==> src/rtl/wb_arbiter.sv <==
// Register-file write-port arbiter: pipeline write-back has priority, long-latency results
// are buffered in a small FIFO and drained into free slots or forced through after starvation.
module wb_arbiter #(
    parameter int DEPTH      = 2,
    parameter int STARVE_MAX = 4
) (
    input  logic        clk,
    input  logic        reset,
    input  logic        pipe_we,
    input  logic [4:0]  pipe_wa,
    input  logic [31:0] pipe_wd,
    input  logic        lo_valid,
    output logic        lo_ready,
    input  logic [4:0]  lo_wa,
    input  logic [31:0] lo_wd,
    input  logic        iss_valid,
    input  logic [4:0]  iss_wa,
    output logic [31:0] busy,
    output logic        stall_wb,
    output logic        we3,
    output logic [4:0]  wa3,
    output logic [31:0] wd3
);
    localparam int AW = (DEPTH > 1) ? $clog2(DEPTH) : 1;
    localparam int CW = $clog2(DEPTH + 1);
    localparam int SW = (STARVE_MAX > 1) ? $clog2(STARVE_MAX) : 1;
    localparam logic [CW-1:0] DEPTH_C     = CW'(DEPTH);
    localparam logic [SW-1:0] STARVE_LAST = SW'(STARVE_MAX - 1);

    logic [4:0]    fifo_wa [DEPTH];
    logic [31:0]   fifo_wd [DEPTH];
    logic [AW-1:0] rd_ptr;
    logic [AW-1:0] wr_ptr;
    logic [CW-1:0] count;
    logic [SW-1:0] starve_cnt;

    logic          nonempty;
    logic          pipe_eff;
    logic          pop;
    logic          push;
    logic [4:0]    head_wa;
    logic [31:0]   head_wd;
    logic [31:0]   busy_nxt;

    always_comb begin
        nonempty = (count != '0);
        pipe_eff = pipe_we && (pipe_wa != 5'd0);
        pop      = nonempty && (stall_wb || !pipe_eff);
        lo_ready = !reset && (count < DEPTH_C);
        // x0 results complete the handshake but are never stored
        push     = lo_valid && lo_ready && (lo_wa != 5'd0);
        head_wa  = fifo_wa[rd_ptr];
        head_wd  = fifo_wd[rd_ptr];
    end

    always_comb begin
        we3 = 1'b0;
        wa3 = 5'd0;
        wd3 = 32'd0;
        if (!reset && pop) begin
            we3 = 1'b1;
            wa3 = head_wa;
            wd3 = head_wd;
        end else if (!reset && pipe_eff) begin
            we3 = 1'b1;
            wa3 = pipe_wa;
            wd3 = pipe_wd;
        end
    end

    always_comb begin
        busy_nxt = busy;
        if (pop)
            busy_nxt[head_wa] = 1'b0;
        // a same-cycle issue to the drained register must win
        if (iss_valid && (iss_wa != 5'd0))
            busy_nxt[iss_wa] = 1'b1;
        busy_nxt[0] = 1'b0;
    end

    always_ff @(posedge clk) begin
        if (push) begin
            fifo_wa[wr_ptr] <= lo_wa;
            fifo_wd[wr_ptr] <= lo_wd;
        end
    end

    always_ff @(posedge clk or posedge reset) begin
        if (reset) begin
            rd_ptr     <= '0;
            wr_ptr     <= '0;
            count      <= '0;
            busy       <= '0;
            starve_cnt <= '0;
            stall_wb   <= 1'b0;
        end else begin
            busy <= busy_nxt;
            if (push)
                wr_ptr <= wr_ptr + AW'(1);
            if (pop)
                rd_ptr <= rd_ptr + AW'(1);
            case ({push, pop})
                2'b10:   count <= count + CW'(1);
                2'b01:   count <= count - CW'(1);
                default: count <= count;
            endcase
            if (!nonempty || pop) begin
                starve_cnt <= '0;
                stall_wb   <= 1'b0;
            end else if (starve_cnt == STARVE_LAST) begin
                starve_cnt <= '0;
                stall_wb   <= 1'b1;
            end else begin
                starve_cnt <= starve_cnt + SW'(1);
                stall_wb   <= 1'b0;
            end
        end
    end
endmodule
==> config.mk <==
export PLATFORM = sky130hd
export DESIGN_NAME = wb_arbiter
export DESIGN_NICKNAME = d
export VERILOG_FILES = /design/src/rtl/wb_arbiter.sv
export SDC_FILE = /design/constraint.sdc
export NUM_CORES = 1
export LEC_CHECK = 0
export CAP_MARGIN = 20
export CORE_MARGIN = 10
export CORE_UTILIZATION = 42
export DETAILED_ROUTE_END_ITERATION = 16
export PLACE_DENSITY = 0.8
export SYNTH_ARGS = -nofsm -noshare
export SYNTH_HDL_FRONTEND = slang
export SYNTH_SLANG_ARGS = --single-unit
==> constraint.sdc <==
create_clock -name clk -period 2.64 [get_ports clk]
set_clock_uncertainty 0.05 [all_clocks]
set_input_delay 0.264 -clock clk [delete_from_list [all_inputs] [get_ports clk]]
set_output_delay 0.264 -clock clk [all_outputs]
set_load 0.05 [all_outputs]
# [After elaboration in Yosys (flattened, before gate mapping)]
# Memories as Yosys holds them, arrays and structs flattened.
# Cells that the tools add are included.
[totals] elab_cells=63 memories=2 ff_bits=38 mem_bits_rw=74
[op_classes] add_sub_neg=5 bitwise=3 n_lt_le_gt_ge=5 muxes=19 n_reduce_logical=20 eq_ne=3
[mem_list] memory="fifo_wd" depth=2 width=32 read_ports=1 rd_ports_with_merged_regs=0 write_ports=1 line_no="31" source="logic [31:0] fifo_wd [DEPTH];"
[mem_list] memory="fifo_wa" depth=2 width=5 read_ports=1 rd_ports_with_merged_regs=0 write_ports=1 line_no="30" source="logic [4:0] fifo_wa [DEPTH];"
[ops] cell="$mux W32" count=4
[ops] cell="$and A32 B32 Y32" count=1
[ops] cell="$not A32 Y32" count=1
[ops] cell="$or A32 B32 Y32" count=1
[ops] cell="$reduce_bool A5 Y1" count=3
[ops] cell="$lt A5 B6 Y1 const B" count=2
[ops] cell="$demux W1 S5" count=2
[ops] cell="$ge A5 B1 Y1 const B" count=2
[ops] cell="$logic_and A1 B1 Y1" count=10
[ops] cell="$mux W5" count=2
[ops] cell="$mux W1" count=8
[ops] cell="$add A2 B1 Y2 const B" count=2
[ops] cell="$eq A2 B2 Y1 const B" count=2
[ops] cell="$mux W2" count=2
[ops] cell="$pmux W2 S2" count=1
[ops] cell="$reduce_bool A2 Y1" count=2
[ops] cell="$logic_not A1 Y1" count=3
[ops] cell="$add A1 B1 Y1 const B" count=2
[ops] cell="$eq A2 B1 Y1 const B" count=1
[ops] cell="$logic_or A1 B1 Y1" count=2
[ops] cell="$lt A2 B2 Y1 const B" count=1
[ops] cell="$sub A2 B1 Y2 const B" count=1

# [Logic depth before layout (Yosys ltp)]
# Gate-level depths: netlist of the first run.
# An unclocked memory read counts as a cell.
[depth] word_depth=10 mapped_depth=7 ltp_nobuf=7

# [Least setup slack after synthesis of the first run]
# Ideal clock, no wire load.
[synth_path] path_type="reg2reg" startpoint="register count[1]" endpoint="memory fifo_wa[0][0] (enable)" required_time_ps=2159 path_slack_ps=-900 arrival_time_ps=3059 path_buffers=0 setup_time_ps=431 stages_incl_launch_ff=4 period_less_slack_ps=3540 cell_sequence="dfrtp_1 > nor2_1 > o211ai_1 > nor2_1"
[synth_between] elab_chain_cells=6
[synth_lines] item="start, declared" line_no="34" source="logic [CW-1:0] count;"
[synth_lines] item="start signal, assigned" line_no="103" source="2'b10: count <= count + CW'(1);"
[synth_lines] item="start signal, assigned" line_no="104" source="2'b01: count <= count - CW'(1);"
[synth_lines] item="start signal, assigned" line_no="105" source="default: count <= count;"
[synth_lines] item="$lt A2 B2 Y1" line_no="49" source="lo_ready = !reset && (count < DEPTH_C);"
[synth_lines] item="$logic_and A1 B1 Y1" line_no="49"
[synth_lines] item="net lo_ready" line_no="13" source="output logic lo_ready,"
[synth_lines] item="$logic_and A1 B1 Y1 (2 in a row)" line_no="51" source="push = lo_valid && lo_ready && (lo_wa != 5'd0);"
[synth_lines] item="$mux W1" line_no="82" source="if (push) begin"
[synth_lines] item="$mux W1 (implied by the code)" line_no="83" source="fifo_wa[wr_ptr] <= lo_wa;"
[synth_lines] item="end, declared" line_no="30"
# The timed path passes the listed nets, and every way through them passes these cells.

# [Final worst setup path of the first run]
[layout_path] startpoint="input pipe_wa[1]" endpoint="output wd3[15]"
[layout_between] elab_chain_cells=7 word_cells_on_any_way=9
[layout_lines] item="start, declared" line_no="10" source="input logic [4:0] pipe_wa,"
[layout_lines] item="$reduce_bool A5 Y1 (*)" line_no="47" source="pipe_eff = pipe_we && (pipe_wa != 5'd0);"
[layout_lines] item="$logic_and A1 B1 Y1 (*)" line_no="47"
[layout_lines] item="$logic_not A1 Y1" line_no="48" source="pop = nonempty && (stall_wb || !pipe_eff);"
[layout_lines] item="$logic_or A1 B1 Y1" line_no="48"
[layout_lines] item="$logic_and A1 B1 Y1" line_no="48"
[layout_lines] item="$logic_and A1 B1 Y1" line_no="60" source="if (!reset && pop) begin"
[layout_lines] item="$mux W32 (*)" line_no="60"
[layout_lines] item="end, declared" line_no="22" source="output logic [31:0] wd3"
# Every way passes the cells marked *; elsewhere a longest branch is shown, timed or not.

==> summary.md, run 1 <==
| Metric | Value |
|---|---|
| Total power divided by cell area | `roughly 850 nW/µm²` |
| Asr flop ratio synth | `33.93%` |
| Via count | `~3700` |
| HP Start | `starve_cnt[0]$_DFF_PP0_` |
| Reg clk slew, reported paths | `about 0.070 ns` |
| Ant diodes | `0` |
| Critical path buffers and inverters | `3` |
| Critical path peak fanout | `18` |
| Worst rel slew slack | `just under 50%` |
| Row count | `39` |
| I/O pin total | `156` |
| Vias in the first global route | `approximately 4000` |
| Leakage Power | `roughly 0.0028 µW` |
| Worst path cell trace | `clkdlybuf4s50_1 > or3_4 > o311ai_4 > nand3_4 > buf_12 > o2bb2ai_1 > buf_12` |
| Final setup viols | `0` |
| Seq/Total Area, Yosys | `a little under two thirds` |
| DRT Pass-1 Iters | `4` |
| Crit-path leading delay family | `buffers and inverters` |
| H-tree levels | `3` |
| Post-Route WL | `~14000 µm` |
| Post-Place Cells | `641` |
| Initial antenna violation count | `0` |
| Outcome | `finished, final reports clean` |
| Dpl hpwl | `~11000 µm` |
| RePlAce Congestion | `roughly 0.83` |
| Synth Flop Type | `edfxtp_1` |
| Clock sink count | `roughly 110` |
| CTS tree | `yes` |
| Fin crit share | `~100%` |
| Crit path top cell by count | `buf_12` |
| Grt total ovfl | `0` |
| Fin. max-slew vios | `0` |
| Arr. time, crit path | `2.31 ns` |
| WL/cell | `around 21 µm` |
| CP Data Required Time | `approximately 2.3 ns` |
| Pin count of the biggest net entering global routing | `39` |
| Die area | `between 15000 and 20000 µm²` |
| Worst Tran Pin Value | `approximately 0.75 ns` |
| FF+latch area | `approximately 3200 µm²` |
| Area grow syn2layout | `52.89%` |
| Initial DRC count | `roughly 350` |
| Critical path's slowest cell | `clkdlybuf4s50_1` |
| Number of buffers added on ports | `154` |
| CP max stage delay | `between 0.4 and 0.5 ns` |
| DR DRC count | `0` |
| Setup crit start | `pipe_wa[1]` |
| Final hold vios | `0` |
| R2r startpoint | `rd_ptr$_DFFE_PP0N_` |
| R2r setup slk | `around 0.40 ns` |
| Via-to-Cell Ratio | `~5.5` |
| Tmin final | `roughly 2.6 ns` |
| Yosys cell types | `45` |
| Average size of a mapped cell | `approximately 14 µm²` |
| Max_cap viols | `0` |
| Gr usage total | `between 10% and 20%` |
| Post-synth EDFFs | `74` |
| Fillers | `roughly 790` |
| Worst-skew pair later-pin latency | `around 0.34 ns` |
| Setup slack after layout | `approximately 0.012 ns` |
| Max IR drop VDD | `roughly 400 µV` |
| Syn Std Cell Area | `between 4000 and 5000 µm²` |
| Non-Filler Instances | `663` |
| Net total in the final layout | `about 600` |
| Starting Density | `43.22%` |
| Critical Path Sink Type | `output port` |
| RSZ-0062 raised after global routing | `yes` |
| Placement Setup Slack | `-0.1299 ns` |
| Clock root cell | `clkbuf_16` |
| Max Buffers Root-to-Sink | `2` |
| Yosys reg bits | `around 110` |
| Core box area | `around 12000 µm²` |
| First-pass GRT wire length | `about 22000 µm` |
| Type of the worst setup path | `in -> out` |
| Chip width | `approximately 130 µm` |
| Antenna viol nets, final | `0` |
| Die Y | `~130 µm` |
| Post-Synthesis Cells | `roughly 340` |
| Hold/Removal Path Class | `reg -> reg` |
| CTS buffer count | `9` |
| Startpoint types | `primary input` |
| Maximum clock rate | `about 380 MHz` |
| Share of cells above drive strength 1 | `between 20% and 30%` |
| Ys Warns | `0` |
| Mapped Nets | `430` |
| Footprint of the multi-input gates | `approximately 1700 µm²` |
==> final timing paths <==
path,endpoint,cells past startpoint
hold / removal,starve_cnt[0]$_DFF_PP0_,1
setup reg to reg,busy[9]$_DFF_PP0_,4
min in group asynchronous,busy[13]$_DFF_PP0_,4
setup / recovery,wd3[15],7
hold reg to reg,starve_cnt[0]$_DFF_PP0_,1
max in group asynchronous,rd_ptr$_DFFE_PP0N_,4
==> metrics by stage <==
step	cell area, µm²	power, µW	util, %	TNS (ns)	hold WS [ns]
3_5_place_dp	7117	5097	61.80	-2.503	0.3904
6_report	7610	6481	66.08	0	0.3938
2_1_floorplan	4986	3991	-	-24.14	0.1956
4_1_cts	7500	6481	65.12	0	0.3998
3_3_place_gp	7117	5034	61.80	-1.088	0.3750
5_1_grt	7610	6767	66.08	-0.1547	0.4093
==> Yosys cell counts, drive strengths merged, types with 2 or more instances <==
master	instances	share of area, %
dfrtp	38	19
clkbuf	4	0.30
o2bb2ai	51	9.4
o221ai	6	1.1
o21ai	7	0.70
nand3	14	1.7
nor3b	2	0.40
nor2b	2	0.25
mux2i	37	7.4
nand2	16	1.2
ha	2	0.50
xnor2	3	0.53
edfxtp	74	45
buf	11	2.2
inv	14	1.1
mux2	2	0.53
nor3	5	0.50
o31ai	7	1.1
a21o	15	2.3
or3	6	1.1
nand3b	2	0.30
xor2	2	0.35
nor2	9	0.68
==> cell families (layout without fill, tap and decap cells) <==
family / Yosys count / after routing / synth area share, %
buffers and inverters: 29 / 205 / 3.544
adders and majority gates: 2 / 2 / 0.5027
AOI/OAI and AO/OA: 95 / 95 / 16.44
muxes: 39 / 39 / 7.969
DFF: 112 / 112 / 63.75
and+or+nand+nor: 61 / 61 / 6.838
xor gates and xnor gates: 5 / 5 / 0.8800
other: 1 / 1 / 0.07534
==> layout by cell type (no fill, tap or decap), drive strengths merged, types with 3 or more instances in the layout <==
cell	instances
nand3	14
clkdlybuf4s50	115
mux2i	37
o21ai	7
clkbuf	9
dfrtp	38
edfxtp	74
o2bb2ai	51
or3	6
inv	14
nand2	16
o31ai	7
xnor2	3
nor3	5
clkinv	4
o221ai	6
nor2	9
a21o	15
buf	60
==> layer usage <==
layer	GRT usage, %	vias to the layer above	wire, µm
met5	0	-	0
met4	4.013	0	84
met3	8.296	6	1571
met2	27.40	151	6738
met1	18.94	1825	5367
li1	-	1693	-
==> where the power goes <==
part | leakage, µW | internal, µW | total [µW] | switching [µW]
clock | 0.000141 | 737 | 1350 | 618
sequential | 0.00106 | 2130 | 2320 | 187
combinational | 0.00163 | 1190 | 2800 | 1620
==> state kept, by name, summed over array words and instances (netlist names) <==
register	cells
busy	31
count	2
fifo_wa	10
fifo_wd	64
rd_ptr	1
stall_wb	1
starve_cnt	2
wr_ptr	1
==> layout make-up <==
class                           instances  share of cell area [%]
Clock inverter                          7                  0.9372
Sequential cell                       112                   41.71
Timing Repair Buffer                  175                   28.38
Clock buffer                            9                   2.960
Multi-Input combinational cell        203                   22.92
Tap cell                              143                   2.351
Inverter                               14                  0.7399
==> what timing repair did <==
item,4_1_cts,5_1_grt
setup buffers,4,0
pin swaps,2,1
setup endpoints to repair,28,21
gates resized for setup,5,10
hold buffers,0,0
gates cloned,0,0
Note: power is estimated with default switching activity, not from simulation.
==> run 2, diff against run 1 <==
--- a/config.mk
+++ b/config.mk
@@ -14,2 +14,3 @@
 export SYNTH_HDL_FRONTEND = slang
 export SYNTH_SLANG_ARGS = --single-unit
+export TNS_END_PERCENT = 10
--- a/constraint.sdc
+++ b/constraint.sdc
@@ -3,3 +3,3 @@
 set_input_delay 0.264 -clock clk [delete_from_list [all_inputs] [get_ports clk]]
 set_output_delay 0.264 -clock clk [all_outputs]
-set_load 0.05 [all_outputs]
+set_load 0.1 [all_outputs]
==> summary.md, run 2 (synthesis results as in run 1) <==
| Metric | Value |
|---|---|
| WL/cell | `22.38 µm` |
| Max IR drop VDD | `about 520 µV` |
| Startpoint types | `primary input` |
| H-tree levels | `3` |
| Fillers | `approximately 700` |
| First-pass GRT wire length | `about 22000 µm` |
| Area grow syn2layout | `65.94%` |
| Net total in the final layout | `roughly 610` |
| CTS buffer count | `9` |
| Initial DRC count | `roughly 330` |
| Critical path peak fanout | `7` |
| Core box area | `between 10000 and 15000 µm²` |
| Tot Pwr | `roughly 7600 µW` |
| Hold/Removal Path Class | `reg -> reg` |
| Grt total ovfl | `0` |
| Antenna viol nets, final | `0` |
| Dpl hpwl | `~11000 µm` |
| Leakage Power | `between 0.003 and 0.004 µW` |
| Hold worst-path end | `starve_cnt[0]$_DFF_PP0_` |
| Post-Place Cells | `around 650` |
| Post-Route WL | `approximately 15000 µm` |
| Reg2reg path depth | `4` |
| Biggest regs | `fifo_wd (64), busy (31), fifo_wa (10)` |
| Non-Filler Instances | `between 600 and 700` |
| Number of buffers added on ports | `between 150 and 200` |
| Worst path cell trace | `dlymetal6s2s_1 > or3_4 > buf_6 > o311ai_4 > nand3_4 > clkbuf_16 > o2bb2ai_4 > buf_12` |
| Chip width | `around 130 µm` |
| Gr usage total | `between 10% and 20%` |
| RSZ-0062 raised after global routing | `no` |
| Initial antenna violation count | `1` |
| Outcome | `finished, final reports clean` |
| Clock root cell | `clkbuf_16` |
| Worst Tran Pin Value | `0.8805 ns` |
| I/O pin total | `approximately 160` |
| RePlAce Congestion | `0.8520` |
| Max FFs per register | `64` |
| Die Y | `128.9 µm` |
| Row count | `39` |
| Worst rel slew slack | `39.62%` |
| R2r setup slk | `approximately 0.35 ns` |
| Worst-skew pair later-pin latency | `around 0.35 ns` |
| Final hold vios | `0` |
| Type of the worst setup path | `in -> out` |
| Final Util | `a little under three quarters` |
| DRT Pass-1 Iters | `4` |
| FF-to-FF End | `busy[24]$_DFF_PP0_` |
| Starting Density | `about 43%` |
| Fin. max-slew vios | `0` |
| CTS tree | `yes` |
| Critical path's slowest cell | `or3_4` |
| Critical path buffers and inverters | `4` |
| Vias in the first global route | `just under 4000` |
| R2r startpoint | `rd_ptr$_DFFE_PP0N_` |
| Reg clk slew, reported paths | `around 0.07 ns` |
| Arr. time, crit path | `roughly 2.1 ns` |
| DR DRC count | `0` |
| Pin count of the biggest net entering global routing | `39` |
| CP Data Required Time | `2.33 ns` |
| Final setup viols | `0` |
| Hold depth | `1` |
| Clock sink count | `around 110` |
| Fin crit share | `between 90% and 100%` |
| Via-to-Cell Ratio | `roughly 5.5` |
| Share of cells above drive strength 1 | `around a third` |
| Maximum clock rate | `about 410 MHz` |
| CTS Hold Buffers Added | `0` |
| CP max stage delay | `approximately 0.39 ns` |
| Die area | `roughly 17000 µm²` |
| Max_cap viols | `0` |
| Commonest non-fill, non-tap cells in the layout | `80 x clkdlybuf4s50_1, 74 x edfxtp_1, 50 x buf_4` |
| Crit-path leading delay family | `buffers and inverters` |
| Tmin final | `approximately 2.4 ns` |
| Max Buffers Root-to-Sink | `2` |
| Commonest non-fill, non-tap cell in the layout | `clkdlybuf4s50_1` |
| Largest Register | `fifo_wd` |
| Via count | `3733` |
| Total power divided by cell area | `918.0 nW/µm²` |
| HP Start | `starve_cnt[0]$_DFF_PP0_` |
| Critical Path Sink Type | `output port` |
[run 2: cell count changes in the layout (fill, tap and decap cells not counted), sizes merged]
cell,change
dlymetal6s2s,+3
clkbuf,+4
buf,+39
clkinv,-1
inv,+1
diode,+1
clkinvlp,-1
clkdlybuf4s50,-35
[run 2: cell type report]
type                            count  area [µm²]  share of cell area, %
Antenna cell                        1       2.502                0.03030
Sequential cell                   112        3174                  38.43
Inverter                           14       52.55                 0.6363
Clock inverter                      6       58.81                 0.7120
Multi-Input combinational cell    203        2321                  28.10
Clock buffer                       10       229.0                  2.772
Tap cell                          143       178.9                  2.166
Timing Repair Buffer              185        2242                  27.15
[run 2: power by group]
group,total [µW],switching (µW),internal [µW]
Sequential,2300,168,2130
Combinational,3960,2640,1320
Clock,1320,585,731
Total,7580,3400,4190
[run 2: layer usage]
layer  part of all wire [%]  GRT usage, %  wire, µm  vias up
met3                    5.6         4.600       844       20
met5                      0             0         0        -
met4                    1.7         4.950       255        0
met2                     54         30.73      8124      106
li1                       -             -         -     1721
met1                     39         19.27      5862     1886
[run 2: what timing repair did]
item	in CTS	in global routing
gates resized for setup	2	9
buffers inserted	2	1
pin swaps	1	6
gates cloned	0	6
endpoints found under the setup margin	34	15
[run 2: worst max path at each step]
stage	start	to	cells past startpoint
3_3_place_gp	pipe_wa[1]	wd3[21]	8
5_1_grt	pipe_wa[4]	wd3[18]	8
4_1_cts	pipe_wa[1]	wd3[24]	8
3_5_place_dp	pipe_wa[0]	wd3[18]	8
6_report	pipe_wa[4]	wd3[18]	8
2_1_floorplan	stall_wb$_DFF_PP0_	wa3[0]	4
[run 2: through the flow]
stage,cell area (µm²),setup WS [ns],setup TNS (ns),hold slack (ns)
detailed placement,7691,-0.08515,-1.547,0.3997
global route,8259,0.1481,0,0.4254
finish,8259,0.2154,0,0.4050
floorplan,5595,-0.2282,-3.683,0.3129
CTS,8031,-0.002017,-0.003391,0.4091
global placement,7691,-0.02968,-0.3096,0.3779
